$ cat src/rtl/pipe_hazard_ctrl_if.sv
`default_nettype none
// ============================================================================
// Module   : pipe_hazard_ctrl_if
// Purpose  : Pipeline-side hazard inputs and controller-side enable/flush outputs.
// Revision : 1.0 - initial release
// ============================================================================
interface pipe_hazard_ctrl_if;
    logic [4:0]  id_rs;
    logic [4:0]  id_rt;
    logic        id_uses_rt;
    logic        ex_mem_read;
    logic [4:0]  ex_rt;
    logic        ex_branch_taken;
    logic        ex_muldiv_start;
    logic        ex_muldiv_div;
    logic        pc_write;
    logic        if_id_write;
    logic        if_id_flush;
    logic        id_ex_write;
    logic        id_ex_flush;
    logic        ex_mem_bubble;
    logic        muldiv_busy;
    logic        muldiv_done;
    logic [15:0] stall_cnt;
    logic [15:0] flush_cnt;

    modport master (
        output id_rs, id_rt, id_uses_rt, ex_mem_read, ex_rt,
               ex_branch_taken, ex_muldiv_start, ex_muldiv_div,
        input  pc_write, if_id_write, if_id_flush, id_ex_write, id_ex_flush,
               ex_mem_bubble, muldiv_busy, muldiv_done, stall_cnt, flush_cnt
    );

    modport slave (
        input  id_rs, id_rt, id_uses_rt, ex_mem_read, ex_rt,
               ex_branch_taken, ex_muldiv_start, ex_muldiv_div,
        output pc_write, if_id_write, if_id_flush, id_ex_write, id_ex_flush,
               ex_mem_bubble, muldiv_busy, muldiv_done, stall_cnt, flush_cnt
    );
endinterface
`default_nettype wire

$ cat src/rtl/pipe_hazard_ctrl.sv
`default_nettype none
// ============================================================================
// Module   : pipe_hazard_ctrl
// Purpose  : Load-use stall, branch squash and MULT/DIV EX-occupancy control.
// Revision : 1.0 - initial release
// ============================================================================
module pipe_hazard_ctrl #(
    parameter int MULT_CYCLES = 4,
    parameter int DIV_CYCLES  = 32
) (
    input  logic              clk,
    input  logic              rst,
    pipe_hazard_ctrl_if.slave hz
);

    localparam logic [0:0] S_IDLE = 1'b0;
    localparam logic [0:0] S_BUSY = 1'b1;

    // BUSY length excludes the start cycle and the done cycle.
    localparam logic [5:0] c_mult_load = 6'(MULT_CYCLES - 2);
    localparam logic [5:0] c_div_load  = 6'(DIV_CYCLES - 2);
    localparam logic [15:0] c_cnt_max  = 16'hFFFF;

    logic [0:0]  r_state;
    logic [5:0]  r_cnt;
    logic [15:0] r_stall_cnt;
    logic [15:0] r_flush_cnt;

    logic w_load_use;
    logic w_pc_write;
    logic w_if_id_write;
    logic w_if_id_flush;
    logic w_id_ex_write;
    logic w_id_ex_flush;
    logic w_ex_mem_bubble;
    logic w_busy;
    logic w_done;
    logic w_flush_evt;
    logic w_start_evt;

    always_comb begin
        w_load_use = hz.ex_mem_read && (hz.ex_rt != 5'd0) &&
                     ((hz.ex_rt == hz.id_rs) ||
                      (hz.id_uses_rt && (hz.ex_rt == hz.id_rt)));

        w_pc_write      = 1'b1;
        w_if_id_write   = 1'b1;
        w_if_id_flush   = 1'b0;
        w_id_ex_write   = 1'b1;
        w_id_ex_flush   = 1'b0;
        w_ex_mem_bubble = 1'b0;
        w_busy          = 1'b0;
        w_done          = 1'b0;
        w_flush_evt     = 1'b0;
        w_start_evt     = 1'b0;

        if (!rst) begin
            if (r_state == S_IDLE) begin
                if (hz.ex_branch_taken) begin
                    w_if_id_flush = 1'b1;
                    w_id_ex_flush = 1'b1;
                    w_flush_evt   = 1'b1;
                end else if (hz.ex_muldiv_start) begin
                    w_pc_write      = 1'b0;
                    w_if_id_write   = 1'b0;
                    w_id_ex_write   = 1'b0;
                    w_ex_mem_bubble = 1'b1;
                    w_start_evt     = 1'b1;
                end else if (w_load_use) begin
                    w_pc_write    = 1'b0;
                    w_if_id_write = 1'b0;
                    w_id_ex_flush = 1'b1;
                end
            end else begin
                w_busy = 1'b1;
                if (r_cnt != 6'd0) begin
                    w_pc_write      = 1'b0;
                    w_if_id_write   = 1'b0;
                    w_id_ex_write   = 1'b0;
                    w_ex_mem_bubble = 1'b1;
                end else begin
                    w_done = 1'b1;
                end
            end
        end
    end

    always_ff @(posedge clk) begin
        if (rst) begin
            r_state     <= S_IDLE;
            r_cnt       <= 6'd0;
            r_stall_cnt <= 16'd0;
            r_flush_cnt <= 16'd0;
        end else begin
            if (r_state == S_IDLE) begin
                if (w_start_evt) begin
                    r_state <= S_BUSY;
                    r_cnt   <= hz.ex_muldiv_div ? c_div_load : c_mult_load;
                end
            end else if (r_cnt == 6'd0) begin
                r_state <= S_IDLE;
            end else begin
                r_cnt <= r_cnt - 6'd1;
            end

            if (!w_pc_write && (r_stall_cnt != c_cnt_max))
                r_stall_cnt <= r_stall_cnt + 16'd1;
            if (w_flush_evt && (r_flush_cnt != c_cnt_max))
                r_flush_cnt <= r_flush_cnt + 16'd1;
        end
    end

    assign hz.pc_write      = w_pc_write;
    assign hz.if_id_write   = w_if_id_write;
    assign hz.if_id_flush   = w_if_id_flush;
    assign hz.id_ex_write   = w_id_ex_write;
    assign hz.id_ex_flush   = w_id_ex_flush;
    assign hz.ex_mem_bubble = w_ex_mem_bubble;
    assign hz.muldiv_busy   = w_busy;
    assign hz.muldiv_done   = w_done;
    assign hz.stall_cnt     = r_stall_cnt;
    assign hz.flush_cnt     = r_flush_cnt;

endmodule
`default_nettype wire

$ cat src/flat_wrapper.sv
// flat-port wrapper written by rule: the top's interface ports become plain ports
module pipe_hazard_ctrl_flat 
#(
    parameter int MULT_CYCLES = 4,
    parameter int DIV_CYCLES  = 32
)
  (clk, rst, hz_id_rs, hz_id_rt, hz_id_uses_rt, hz_ex_mem_read, hz_ex_rt, hz_ex_branch_taken, hz_ex_muldiv_start, hz_ex_muldiv_div, hz_pc_write, hz_if_id_write, hz_if_id_flush, hz_id_ex_write, hz_id_ex_flush, hz_ex_mem_bubble, hz_muldiv_busy, hz_muldiv_done, hz_stall_cnt, hz_flush_cnt);
  pipe_hazard_ctrl_if hz_i ();
  input  logic clk;
  input  logic rst;
  input wire logic [$bits(hz_i.id_rs)-1:0] hz_id_rs;
  input wire logic [$bits(hz_i.id_rt)-1:0] hz_id_rt;
  input wire logic [$bits(hz_i.id_uses_rt)-1:0] hz_id_uses_rt;
  input wire logic [$bits(hz_i.ex_mem_read)-1:0] hz_ex_mem_read;
  input wire logic [$bits(hz_i.ex_rt)-1:0] hz_ex_rt;
  input wire logic [$bits(hz_i.ex_branch_taken)-1:0] hz_ex_branch_taken;
  input wire logic [$bits(hz_i.ex_muldiv_start)-1:0] hz_ex_muldiv_start;
  input wire logic [$bits(hz_i.ex_muldiv_div)-1:0] hz_ex_muldiv_div;
  output wire logic [$bits(hz_i.pc_write)-1:0] hz_pc_write;
  output wire logic [$bits(hz_i.if_id_write)-1:0] hz_if_id_write;
  output wire logic [$bits(hz_i.if_id_flush)-1:0] hz_if_id_flush;
  output wire logic [$bits(hz_i.id_ex_write)-1:0] hz_id_ex_write;
  output wire logic [$bits(hz_i.id_ex_flush)-1:0] hz_id_ex_flush;
  output wire logic [$bits(hz_i.ex_mem_bubble)-1:0] hz_ex_mem_bubble;
  output wire logic [$bits(hz_i.muldiv_busy)-1:0] hz_muldiv_busy;
  output wire logic [$bits(hz_i.muldiv_done)-1:0] hz_muldiv_done;
  output wire logic [$bits(hz_i.stall_cnt)-1:0] hz_stall_cnt;
  output wire logic [$bits(hz_i.flush_cnt)-1:0] hz_flush_cnt;
  assign hz_i.id_rs = hz_id_rs;
  assign hz_i.id_rt = hz_id_rt;
  assign hz_i.id_uses_rt = hz_id_uses_rt;
  assign hz_i.ex_mem_read = hz_ex_mem_read;
  assign hz_i.ex_rt = hz_ex_rt;
  assign hz_i.ex_branch_taken = hz_ex_branch_taken;
  assign hz_i.ex_muldiv_start = hz_ex_muldiv_start;
  assign hz_i.ex_muldiv_div = hz_ex_muldiv_div;
  assign hz_pc_write = hz_i.pc_write;
  assign hz_if_id_write = hz_i.if_id_write;
  assign hz_if_id_flush = hz_i.if_id_flush;
  assign hz_id_ex_write = hz_i.id_ex_write;
  assign hz_id_ex_flush = hz_i.id_ex_flush;
  assign hz_ex_mem_bubble = hz_i.ex_mem_bubble;
  assign hz_muldiv_busy = hz_i.muldiv_busy;
  assign hz_muldiv_done = hz_i.muldiv_done;
  assign hz_stall_cnt = hz_i.stall_cnt;
  assign hz_flush_cnt = hz_i.flush_cnt;
  pipe_hazard_ctrl #(.MULT_CYCLES(MULT_CYCLES), .DIV_CYCLES(DIV_CYCLES)) u_core (.clk(clk), .rst(rst), .hz(hz_i));
endmodule
$ cat config.mk
export PLATFORM = sky130hd
export DESIGN_NAME = pipe_hazard_ctrl_flat
export DESIGN_NICKNAME = d
export VERILOG_FILES = /design/src/rtl/pipe_hazard_ctrl_if.sv /design/src/rtl/pipe_hazard_ctrl.sv /design/src/flat_wrapper.sv
export SDC_FILE = /design/constraint.sdc
export NUM_CORES = 1
export LEC_CHECK = 0
export ABC_AREA = 1
export BUFFER_PORTS_ARGS = -buffer_cell sky130_fd_sc_hd__buf_2
export CAP_MARGIN = 20
export CORE_UTILIZATION = 30
export CTS_CLUSTER_SIZE = 25
export DETAILED_ROUTE_END_ITERATION = 7
export SYNTH_ARGS = -nofsm -noshare
export SYNTH_HDL_FRONTEND = slang
export SYNTH_SLANG_ARGS = --single-unit
$ cat constraint.sdc
create_clock -name clk -period 1.4 [get_ports clk]
set_input_delay 0.07 -clock clk [delete_from_list [all_inputs] [get_ports clk]]
set_output_delay 0.07 -clock clk [all_outputs]
set_load 0.01 [all_outputs]
Word level (Yosys, flattened, before mapping) --
Cells that the tools add are included.
Storage, ports and cells: bits in registers 39, word-level logic and storage cells 60, output and inout port bits 40
Operators by class: reduce and logical (&&, ||, !) cells 12, $add $sub $neg 3, mux-type cells 36, eq/ne operators 5
Operators with widths (count):
- adder 16 x 1 -> 16 bit (second input constant) | 2
- two-way mux 1 bit | 32
- inequality test 16 bit (second input constant) | 2
- two-way mux 6 bit | 3
- == test 5 bit | 2
- logical NOT 6 bit | 1
- nonzero test 6 bit | 1
- subtractor 6 x 1 -> 6 bit (second input constant) | 1
- logical AND 1 bit | 5
- two-way mux 5 bit | 1
- nonzero test 5 bit | 1
- inequality test 2 bit (second input constant) | 1
- AND reduction 2 bit | 1
- nonzero test 2 bit | 1
- logical NOT 1 bit | 1
- logical OR 1 bit | 1

Depth between registers and ports, before layout --
word-level depth 11, mapped depth 13, mapped depth without buffers 12

Worst setup path before layout --
No wires, ideal clock.
path type flip-flop to flip-flop, start register u_core.r_stall_cnt[0], in the netlist u_core.hz.stall_cnt[0], end register u_core.r_stall_cnt[2], in the netlist u_core.hz.stall_cnt[2], setup slack -0.186 ns, required time 1.285 ns, setup time 0.115 ns, period minus slack after synthesis 1.586 ns, buffers on the path 1, stages on the path, launching flop included 12, data arrival time 1.471 ns, cell sequence dfxtp_1 ha_1 nand2_1 inv_1 nand2_4 nor2_4 nand3_4 buf_6 nand2_2 inv_1 a21oi_1 nor2_1
On the way: cells in the longest elaborated chain, start to end 2
RTL lines:
- start, declared | RTL line pipe_hazard_ctrl.sv:26 | logic [15:0] r_stall_cnt;
- start signal, assigned | RTL line pipe_hazard_ctrl.sv:107 | r_stall_cnt <= r_stall_cnt + 16'd1;
- parallel branches: the longest is 2 deep, another holds adder 16 x 1 -> 16 bit
Several ways; the timed one is not identified. A chain may end at the register's enable or synchronous reset.

Worst setup path in the final report --
start register u_core.r_cnt[0], end output port hz_if_id_write
On the way: cells in the longest elaborated chain, start to end 4
RTL lines:
- start, declared | RTL line pipe_hazard_ctrl.sv:25 | logic [5:0] r_cnt;
- start signal, assigned | RTL line pipe_hazard_ctrl.sv:98 | r_cnt <= hz.ex_muldiv_div ? c_div_load : c_mult_load;
- start signal, assigned | RTL line pipe_hazard_ctrl.sv:103 | r_cnt <= r_cnt - 6'd1;
- nonzero test 6 bit | RTL line pipe_hazard_ctrl.sv:76 | if (r_cnt != 6'd0) begin
- two-way mux 1 bit | RTL line pipe_hazard_ctrl.sv:76
- two-way mux 1 bit | RTL line pipe_hazard_ctrl.sv:58 | if (r_state == S_IDLE) begin
- two-way mux 1 bit | RTL line pipe_hazard_ctrl.sv:57 | if (!rst) begin
- end, declared | RTL line flat_wrapper.sv:20 | output wire logic [$bits(hz_i.if_id_write)-1:0] hz_if_id_write;
No other way between the ends.

==> impl_metrics.tcl <==
set metrics [dict create \
    status "finished, violations left" \
    violations "negative setup slack" \
    r2r_start "u_core.r_cnt[0]" \
    yosysSeqAreaShare_pct 31.6 \
    vias_per_cell 4.62 \
    first_pass_iters 4 \
    fmax_ghz 0.645 \
    cp_slowest_stage_delay_ns 0.33 \
    gp_congestion 0.812 \
    via_count 2973 \
    pin_count 62 \
    cts_sinks 39 \
    crit_arrival_ns 1.48 \
    clkTransAtPathRegs_ns 0.08 \
    p_leak_nw 2.06 \
    whs_path_depth 3 \
    core_area_um2 7850 \
    cts_buffers 5 \
    powerDensity_nw_per_um2 608 \
    final.setup.tns_ns -2.13 \
    synth_cell_types 34 \
    min_period_ns 1.55 \
    min-delay-start "hz_ex_muldiv_div" \
    holdPathEnd "u_core.r_cnt[4]" \
    fin_worst_skew_ns 0.00543 \
    startpoint_type "flop" \
    period_share_pct 111 \
    cts_root_buf "clkbuf_8" \
    grt_usage_pct 16.3 \
    r2r-end "u_core.hz.stall_cnt[4]" \
    grt_pass1_wl_mm 11.5 \
    cts.path.max_buffers 2 \
    htreeDepth 2 \
    drv_cap 0 \
    first_iter_violations 73 \
    syn_to_final_growth_pct 69.3 \
    report.final.hold_viol_count 0 \
    fin_cells 643 \
    dpl.hpwl_mm 4.96 \
    drive_gt1_share_pct 53.2 \
    ir_drop_v 0.000347 \
    r2r_cells 11 \
    grt_antenna_before_repair 0 \
    netlist_area_um2 2470 \
    setup_ws_ns -0.149 \
    synth_seq_cells 39 \
    cts_tree "yes" \
    portBuffers 61 \
    grt_max_degree 29 \
    crit_buf_inv 4 \
    wirelength_mm 7.39 \
    max_slew_margin_pct 73.1 \
    initial_core_util_pct 31.5 \
    path_cells "inv_2 -> ha_4 -> nand3_4 -> nand2_2 -> o21ai_2 -> nand2_2 -> nand2_4 -> buf_12 -> inv_6 -> buf_6" \
    cp_slowest_cell "dfxtp_2" \
    cpMostUsedCell "nand2_2" \
    ys_warn_count 0 \
    tightest_slew_ns 0.402 \
    final_nets 566 \
    critPathKind "reg2out" \
    regToRegSetupSlack_ns -0.10 \
    drc 0 \
    synth.net_count 415 \
    rows 32 \
    fp.dieH_um 92.7 \
    drv_slew 0 \
    cp_top_family "buffers and inverters" \
    synthCells 389 \
    overflow 0 \
    die_area_um2 8600 \
    grt_pass1_vias 2723 \
    total_power_mw 2.54 \
    crit_required_ns 1.33 \
    end_kind "output port" \
    setup-violations-final 30 \
    insertion_delay_ns 0.29 \
    syn_area_per_cell_um2 6.35 \
    grt_setup_unrepaired "true" \
    crit_path_max_fanout 5 \
    die_w_um 92.7 \
    ant_nets 0 \
    num_antenna_cells 0 \
    hold_class "in2reg" \
    hold_ws_ns 0.108 \
    drt-wirelength-per-cell_um 11.5 \
    place_inst 615 \
]
==> cells by family after synthesis <==
family,share of synthesized area (%)
compound gates,11.4
xor+xnor,2.48
fa+ha+maj,2.03
buf+inv,12.8
flops,31.6
simple gates,39.7
==> sequential cells by signal, indices dropped and copies added, names as in the netlist <==
name                 flops
u_core.hz.flush_cnt     16
u_core.hz.stall_cnt     16
u_core.r_state           1
u_core.r_cnt             6
==> synth_stat cells (all sizes together) <==
cell type | number | area, um^2
ha | 4 | 50.1
nand2 | 98 | 395
nand3b | 2 | 15.0
nor3b | 2 | 20.0
buf | 8 | 63.8
a31oi | 6 | 37.5
nor2 | 62 | 260
clkbuf | 3 | 15.0
o21ai | 19 | 98.8
nor4 | 2 | 18.8
a21oi | 26 | 130
nor3 | 8 | 51.3
o31ai | 2 | 15.0
xnor2 | 2 | 17.5
nand4 | 6 | 37.5
inv | 63 | 236
dfxtp | 39 | 781
xor2 | 5 | 43.8
nand3 | 32 | 183
==> power by group <==
part / switching, mW / total, mW / leakage [nW] / internal, mW
Combinational: 0.272 / 0.540 / 1.68 / 0.268
Clock: 0.403 / 0.854 / 0.0515 / 0.450
Sequential: 0.0201 / 1.15 / 0.324 / 1.13
Total: 0.695 / 2.54 / 2.06 / 1.85
==> cells in the final DEF (no fill, tap or decap), types with 4 or more instances in the layout <==
cell and instances:
xor2_1 5, nand3_2 10, nand2_1 71, inv_1 46, dfxtp_2 10, inv_2 15, buf_2 59, nand2_2 21
a21oi_1 10, dfxtp_4 5, o21ai_2 6, nor2_2 10, clkbuf_8 7, buf_4 80, a31oi_1 5, nor2_1 44
nand2_4 5, nor2_4 8, a21oi_2 16, nor3_4 4, nand4_1 6, buf_6 11, nand3_4 4, dfxtp_1 24
o21ai_1 5, o21ai_0 8, nand3_1 19
==> worst reg2reg max path, delay by kind of cell, from the launching register on <==
kind | cells | cell delay, ns
and+or+nand+nor | 5 | 0.36
AOI/OAI and AO/OA | 2 | 0.17
DFF | 1 | 0.33
adders and majority gates | 1 | 0.14
buffers and inverters | 3 | 0.39
==> what timing repair did <==
item                       in CTS  in global routing
resized for setup              42                 78
setup endpoints to repair      38                 41
pin swaps                      11                 28
hold buffers                    0                  0
setup buffers                  12                  6
cloned                          1                  1
==> worst max-delay path by stage <==
stage | end | start | cells past startpoint | slack [ns]
after floorplan | u_core.hz.stall_cnt[2] | u_core.hz.stall_cnt[1] | 11 | -0.02
after global placement | u_core.hz.stall_cnt[11] | u_core.hz.stall_cnt[1] | 12 | -0.1
after detailed placement | u_core.hz.flush_cnt[5] | u_core.hz.flush_cnt[15] | 8 | -0.12
after CTS | hz_pc_write | u_core.r_cnt[1] | 10 | -0.16
after global routing | hz_if_id_write | u_core.r_cnt[0] | 10 | -0.22
final | hz_if_id_write | u_core.r_cnt[0] | 10 | -0.15
==> final cells by class <==
cell class                 instances  area, um^2
fill                             768        3670
multi-input combinational        277        1790
sequential                        39         812
tap                              102         128
clock buffer                       8         100
inverter                          63         249
timing repair buffer             154        1100
==> per-layer routing <==
metal,routed length [um],part of all wire (%),up-vias,global-route usage [%]
met2,3880,53,63,30.1
met4,112,1.5,0,5.26
met3,239,3.2,10,2.55
li1,-,-,1546,-
met1,3160,43,1354,19.1
met5,0,0,-,0
==> per-stage QoR <==
step | utilization, % | setup WS [ns] | area (um^2)
after floorplan | - | -0.0172 | 2560
final | 53.3 | -0.149 | 4180
after CTS | 48.7 | -0.158 | 3820
after global placement | 44.3 | -0.0960 | 3470
after global routing | 53.3 | -0.223 | 4180
after detailed placement | 44.3 | -0.120 | 3470
No activity file was read; power rests on OpenSTA's default activity.
